**config.mk**
```make
export PLATFORM = sky130hd
export DESIGN_NAME = seg_scan_decoder
export DESIGN_NICKNAME = d
export VERILOG_FILES = /design/src/rtl/seg_scan_decoder.sv
export SDC_FILE = /design/constraint.sdc
export NUM_CORES = 1
export LEC_CHECK = 0
export BUFFER_PORTS_ARGS = -buffer_cell sky130_fd_sc_hd__buf_2
export CAP_MARGIN = 40
export CORE_MARGIN = 5
export CORE_UTILIZATION = 50
export DETAILED_ROUTE_END_ITERATION = 8
export GPL_TIMING_DRIVEN = 0
export PLACE_DENSITY = 0.73
export SYNTH_ARGS = -nofsm -noshare
export SYNTH_HDL_FRONTEND = slang
export SYNTH_SLANG_ARGS = --single-unit
```
**constraint.sdc**
```tcl
create_clock -name clk -period 4.8 [get_ports clk]
set_input_delay 0.96 -clock clk [delete_from_list [all_inputs] [get_ports clk]]
set_output_delay 0.96 -clock clk [all_outputs]
set_load 0.02 [all_outputs]
```
**src/rtl/seg_scan_decoder.sv**
```systemverilog
// Reads back a multiplexed common-anode 7-segment bus (active-low seg, one-hot sel) and rebuilds
// per-digit BCD, decimal point and validity. Optional macro SEG_HEX_EN adds A..F recognition.
module seg_scan_decoder #(
    parameter int NUM_DIG    = 4,
    parameter int STABLE_CYC = 3
) (
    input  logic                   clk,
    input  logic                   rst,
    input  logic [7:0]             seg,
    input  logic [NUM_DIG-1:0]     sel,
    output logic [4*NUM_DIG-1:0]   bcd,
    output logic [NUM_DIG-1:0]     dp,
    output logic [NUM_DIG-1:0]     dig_valid,
    output logic                   frame_done,
    output logic                   err
);

    localparam logic [3:0] CNT_MAX = 4'(STABLE_CYC);
    localparam logic [3:0] CNT_PRE = 4'(STABLE_CYC - 1);
    localparam logic [NUM_DIG-1:0] ALL_SEEN = {NUM_DIG{1'b1}};

    logic [7:0]         seg_q;
    logic [NUM_DIG-1:0] sel_q;
    logic [3:0]         cnt;
    logic [3:0]         cnt_nxt;
    logic [NUM_DIG-1:0] seen;
    logic [NUM_DIG-1:0] seen_nxt;
    logic               onehot;
    logic               same;
    logic               capture;
    logic               pat_ok;
    logic               pat_blank;
    logic [3:0]         pat_val;

    // Dwell counter: counts consecutive identical one-hot samples, saturating at CNT_MAX so a
    // long dwell yields exactly one capture on the CNT_PRE -> CNT_MAX transition.
    always_comb begin
        onehot  = $onehot(sel);
        same    = (seg == seg_q) && (sel == sel_q);
        cnt_nxt = 4'd1;
        if (!onehot)
            cnt_nxt = 4'd0;
        else if (same)
            cnt_nxt = (cnt == CNT_MAX) ? cnt : cnt + 4'd1;
        capture  = onehot && same && (cnt == CNT_PRE);
        seen_nxt = seen | sel;
    end

    always_comb begin
        pat_ok    = 1'b1;
        pat_blank = 1'b0;
        pat_val   = 4'd0;
        case (seg[6:0])
            7'h40: pat_val = 4'd0;
            7'h79: pat_val = 4'd1;
            7'h24: pat_val = 4'd2;
            7'h30: pat_val = 4'd3;
            7'h19: pat_val = 4'd4;
            7'h12: pat_val = 4'd5;
            7'h02: pat_val = 4'd6;
            7'h78: pat_val = 4'd7;
            7'h00: pat_val = 4'd8;
            7'h10: pat_val = 4'd9;
`ifdef SEG_HEX_EN
            7'h08: pat_val = 4'hA;
            7'h03: pat_val = 4'hB;
            7'h46: pat_val = 4'hC;
            7'h21: pat_val = 4'hD;
            7'h06: pat_val = 4'hE;
            7'h0E: pat_val = 4'hF;
`endif
            7'h7F: begin
                pat_ok    = 1'b0;
                pat_blank = 1'b1;
            end
            default: pat_ok = 1'b0;
        endcase
    end

    // frame_done and err are single-cycle pulses, registered on the capture edge; there is no
    // back-pressure, so a consumer must sample them on every clock.
    always_ff @(posedge clk) begin
        if (rst) begin
            seg_q      <= 8'hFF;
            sel_q      <= '0;
            cnt        <= 4'd0;
            seen       <= '0;
            bcd        <= '0;
            dp         <= '0;
            dig_valid  <= '0;
            frame_done <= 1'b0;
            err        <= 1'b0;
        end else begin
            seg_q      <= seg;
            sel_q      <= sel;
            cnt        <= cnt_nxt;
            frame_done <= 1'b0;
            err        <= 1'b0;
            if (capture) begin
                for (int i = 0; i < NUM_DIG; i++) begin
                    if (sel[i]) begin
                        dp[i]        <= ~seg[7];
                        dig_valid[i] <= pat_ok;
                        if (pat_ok || pat_blank)
                            bcd[4*i +: 4] <= pat_val;
                    end
                end
                err <= !pat_ok && !pat_blank;
                if (seen_nxt == ALL_SEEN) begin
                    frame_done <= 1'b1;
                    seen       <= '0;
                end else begin
                    seen <= seen_nxt;
                end
            end
        end
    end

endmodule

```
After elaboration in Yosys (flattened, before gate mapping):

Index checks and enable logic that the tools add are counted.

* add/subtract/negate cells: 4
* equal/unequal tests: 17
* mux-type cells: 7
* bitwise logic cells: 5
* reduce and logical (&&, ||, !) cells: 20

Operators with widths (number)
* $pmux 4 s9: 1
* $eq 7x7->1 const B: 4
* $eq 7x5->1 const B: 3
* $eq 7x6->1 const B: 2
* $reduce_and 3->1: 4
* $reduce_or 10->1: 1
* $eq 4x2->1 const B: 2
* $eq 8x8->1: 1
* $reduce_and 2->1: 4
* $eq 7x2->1 const B: 1
* $logic_not 7->1: 1
* $mux 1: 5
* $add 1x1->2: 2
* $add 4x1->4 const B: 1
* $eq 4x4->1: 1
* $eq 4x4->1 const B: 1
* $logic_and 1x1->1: 4
* $mux 4: 1
* $not 1->1: 4
* $or 4x4->4: 1
* $reduce_or 2->1: 2
* $add 2x2->3: 1
* $eq 3x1->1 const B: 1
* $reduce_or 3->1: 1
* other kinds (3): 4

* bits in registers: 46
* bits of input ports: 14
* word-level logic and storage cells: 72

Logic depth before layout (Yosys ltp):

* depth after elaboration: 7
* gate-level depth with buffers: 12

Least setup slack after synthesis:

OpenSTA, ideal clock, no wires.

* path type: in2reg
* start point: input port sel[0]
* end point: register bcd[13]
* data arrival time: 3536 ps
* data required time: 4681 ps
* path slack: 1145 ps
* stages on the path: 12
* buffers on the path: 2
* cell sequence: clkbuf_1 > inv_1 > fa_1 > inv_1 > ha_1 > ha_1 > nor2_1 > nand4_1 > nor4b_4 > buf_6 > a31oi_1 > a2bb2o_2

* word-level cells in the longest chain between the ends: 6
* elaborated cells on any way between the ends: 8
* classes of those cells: 2 x add/sub; 2 x eq/ne; 4 x reduce/logical

Ends and longest elaborated chain
* start, declared: RTL line 10 `input logic [NUM_DIG-1:0] sel,`
* $add 1x1->2 (implied by the code): RTL line 38 `onehot = $onehot(sel);`
* $add 2x2->3 (implied by the code): RTL line 38
* $eq 3x1->1: RTL line 38
* $logic_and 1x1->1 * (2 in series): RTL line 45 `capture = onehot && same && (cnt == CNT_PRE);`
* $reduce_and 3->1 (no line) *
* end signal, assigned by index: RTL line 105 `bcd[4*i +: 4] <= pat_val;`
* end, declared: RTL line 11 `output logic [4*NUM_DIG-1:0] bcd,`

Mark *: on every way between the ends. The rest lies on a longest branch, timed or not.
A chain may end at the register's enable or synchronous reset.

Final worst setup path:

Same ends and word-level chain as after synthesis.

==> out/qor.tcl <==
set qor(clock_power_share) 0.390
set qor(met1_length_um) 2140
set qor(crit_path_max_fanout) 10
set qor(synthSimpleGateAreaFrac) 0.1970
set qor(slew_violations) 0
set qor(worst_hold_path_type) {reg2reg}
set qor(die_y_um) 74.74
set qor(path_clk_slew_ns) 0.09
set qor(synth_top_area_frac) 0.4394
set qor(grt_setup_unrepaired) {no}
set qor(timing_hold_violations_final) 0
set qor(synth.cells.most_frequent) {sky130_fd_sc_hd__dfxtp_1 (46), sky130_fd_sc_hd__nor2_1 (13), sky130_fd_sc_hd__a21oi_1 (12), sky130_fd_sc_hd__clkbuf_1 (12)}
set qor(drive_above_1_share) 0.2257
set qor(share_seq_of_total_power) 0.520
set qor(detailedRoute.firstIterationViolations) 96
set qor(synth_warnings) 0
set qor(routed_wire_length_per_instance_um) 14.78
set qor(netlist.top_cell.by_area) {sky130_fd_sc_hd__dfxtp_1}
set qor(netSwitchingFraction) 0.2428
set qor(timing_worst_slew_pin_value_ns) 0.4967
set qor(hpwlAfterDp_um) 3274
set qor(syn_area_per_cell_sq_um) 9.614
set qor(grt_first_pass_wirelength_um) 7576
set qor(grt_util_all_layers) 0.1802
set qor(worst-endpoint-required_ns) 5.01
set qor(worst-setup-path-type) {in2reg}
set qor(antenna_violating_nets_post_route) 0
set qor(grt_max_degree) 16
set qor(cellInternalPower_uw) 569.1
set qor(synth_area_sq_mm) 0.002096
set qor(first_global_vias) 1574
set qor(insertedDiodeCount) 0
set qor(boundaryPins) 40
set qor(coreArea_sq_mm) 0.004029
set qor(io_buffer_count) 31
set qor(area.growth.synth_to_final_pct) 15.82
set qor(arrival_ns) 4.01
set qor(run_status) {finished clean}
set qor(placed_cell_area_sq_mm) 0.002313
set qor(final_min_period_over_clock_period) 0.7914
set qor(post_synth_top_flop) {sky130_fd_sc_hd__dfxtp_1}
set qor(final_net_count) 275
set qor(synth_compound_gate_area_share) 0.1570
set qor(vias) 1662
set qor(power.ir.vdd_worst_mv) 0.2218
set qor(critPathLaunchType) {primary input}
set qor(postCtsSetupBuffers) 0
set qor(synth_nets) 237
set qor(route.detailed.vias_per_inst) 5.414
set qor(router_iterations_before_antenna_repair) 4
set qor(timing.slew.headroom) 0.6689
set qor(synth_area_in_adders) 0.03343
set qor(synth_cell_type_count) 43
set qor(htreeDepth) 2
set qor(fin_setup_tns_ns) 0
set qor(post_synth_main_area_contributors) {sky130_fd_sc_hd__dfxtp_1 (44%), sky130_fd_sc_hd__xnor2_1 (4.2%), sky130_fd_sc_hd__mux2i_1 (3.8%), sky130_fd_sc_hd__a311oi_1 (3.3%), sky130_fd_sc_hd__a21oi_1 (2.9%)}
set qor(gr-total-overflow) 0
set qor(reg2reg_slack_ns) 2.91
set qor(design_area_sq_mm) 0.002427
set qor(worst_setup_path_end_kind) {register}
set qor(worstSkewPairLatency_ns) 0.31
set qor(length_of_routed_met2_wiring_um) 1989
set qor(post-synth-top-count-cell) {sky130_fd_sc_hd__dfxtp_1}
set qor(worst_clock_skew_ns) 0.006794
set qor(pwr_density_cell_mw_per_mm2) 309.6
set qor(finalSetupViolations) 0
set qor(tritoncts) {built}
set qor(xor_and_xnor_fraction_of_the_mapped_netlist_area) 0.06687
set qor(maxCapViolations) 0
set qor(worst_case_hold_slack_ns) 0.4665
set qor(synthesis.instances) 218
set qor(asyncSetResetFlopFracSynth) 0
set qor(switchingPower_uw) 182.5
set qor(detailroute.wirelength.met3_um) 335
set qor(clock_buffers_created_by_tritoncts) 5
set qor(maximum_number_of_buffers_from_clock_root_to_sink) 2
set qor(seq_area_frac_synth) 0.4394
set qor(floorplan.die_area_sq_mm) 0.005586
set qor(die_x_um) 74.74
set qor(synth_seq_cells) 46
set qor(power_leakage_uw) 0.001038
set qor(initial_standard_cell_utilization_of_the_core) 0.5202
set qor(numClockSinks) 46
set qor(synth_top_family_by_area) {simple AND/OR/NAND/NOR gates}
set qor(max_freq_mhz) 263.3
set qor(grt_antenna_before_repair) 0
set qor(synth_enable_flop_cells) 0
set qor(count_of_hold_fix_buffers_inserted_at_cts) 0
set qor(clk_root_buffer_cell) {sky130_fd_sc_hd__clkbuf_8}
set qor(highest-signal-layer) {met4}
set qor(power_frac_comb) 0.090
set qor(routed_wl_um) 4536
set qor(post_cts_resize_count) 0
set qor(drcViolationCount) 0
set qor(finalWeightedCongestion) 0.7876
set qor(finalWorstPathRequiredPeriod_ns) 3.799
set qor(std_cell_rows) 23
set qor(synth_mux_area_frac) 0.04358
[critical path: stages]
cell,delay [ns]
sky130_fd_sc_hd__buf_2,0.09
sky130_fd_sc_hd__clkbuf_1,0.37
sky130_fd_sc_hd__inv_1,0.15
sky130_fd_sc_hd__fa_1,0.56
sky130_fd_sc_hd__inv_1,0.05
sky130_fd_sc_hd__ha_1,0.17
sky130_fd_sc_hd__ha_1,0.27
sky130_fd_sc_hd__nor2_1,0.14
sky130_fd_sc_hd__nand4_1,0.19
sky130_fd_sc_hd__nor4b_4,0.46
sky130_fd_sc_hd__buf_6,0.20
sky130_fd_sc_hd__a31oi_1,0.11
sky130_fd_sc_hd__a2bb2o_2,0.28
[final cells by class]
| cell class | instances | area, sq um |
|---|---|---|
| flip-flops and latches | 46 | 920.9 |
| well taps | 50 | 62.56 |
| inverters | 10 | 37.54 |
| repair buffers | 31 | 155.1 |
| fillers | 367 | 1602 |
| clock buffers | 5 | 68.82 |
| clock inverters | 3 | 45.04 |
| plain buffers | 18 | 93.84 |
| multi-input cells | 144 | 1044 |
[flip-flops by register name, indices dropped and copies added (netlist names)]
register    count
bcd            16
seg_q           8
cnt             4
dig_valid       4
dp              4
seen            4
sel_q           4
err             1
frame_done      1
[power by group through the flow]
stage / Clock, uW / Combinational (uW) / Sequential, uW
after global routing: 310 / 76.5 / 391
after CTS: 296 / 68.1 / 391
final: 293 / 67.9 / 391
after floorplan: 0 / 51.2 / 399
after detailed placement: 0 / 67.6 / 400
after global placement: 0 / 66.8 / 399
[cells in the final DEF, fill, tap and decap left out, drive strengths merged, types with 2 or more instances in the layout]
cell,Yosys,routed
a21o,3,3
a21oi,12,12
a2bb2o,4,4
a311oi,8,8
a31oi,6,6
and3b,2,2
buf,6,37
clkbuf,12,17
clkinvlp,0,2
dfxtp,46,46
ha,4,4
inv,10,10
mux2i,8,8
nand2,9,9
nand2b,8,8
nand3,8,8
nand3b,2,2
nand4,4,4
nor2,13,13
nor3,3,3
nor3b,2,2
nor4,6,6
nor4bb,2,2
o2bb2ai,4,4
or2,7,7
xnor2,10,10
xor2,6,6
[through the flow]
step / utilization / power [uW] / cells / worst slack [ns]
2_1_floorplan: - / 450.2 / 218 / 1.145
3_3_place_gp: 0.5742 / 466.1 / 299 / 0.6942
3_5_place_dp: 0.5742 / 467.1 / 299 / 0.6715
4_1_cts: 0.6025 / 755.1 / 307 / 0.9970
5_1_grt: 0.6025 / 777.9 / 307 / 0.7205
6_report: 0.6025 / 751.6 / 307 / 1.001
[metal layers]
metal / global-route usage / vias up
met1: 0.2512 / 758
met4: 0.08893 / 0
li1: - / 845
met2: 0.2634 / 52
met3: 0.04005 / 7
met5: 0 / -
[final timing paths]
check                           endpoint  cells after the start    start
worst max-delay path             bcd[13]                     13   sel[0]
worst min-delay path             seen[1]                      2  seen[1]
worst max register to register   bcd[13]                      7   cnt[0]
worst min register to register   seen[1]                      2  seen[1]
[cells by family (layout without fill, tap and decap cells)]
| family | Yosys count | after routing |
|---|---|---|
| AO/OA/AOI/OAI | 44 | 44 |
| XOR/XNOR | 16 | 16 |
| adder cells (fa/ha/maj) | 5 | 5 |
| buffers and inverters | 28 | 67 |
| flip-flops | 46 | 46 |
| multiplexers | 9 | 9 |
| AND/OR/NAND/NOR | 70 | 70 |
Note: power is estimated with default switching activity, not from simulation.
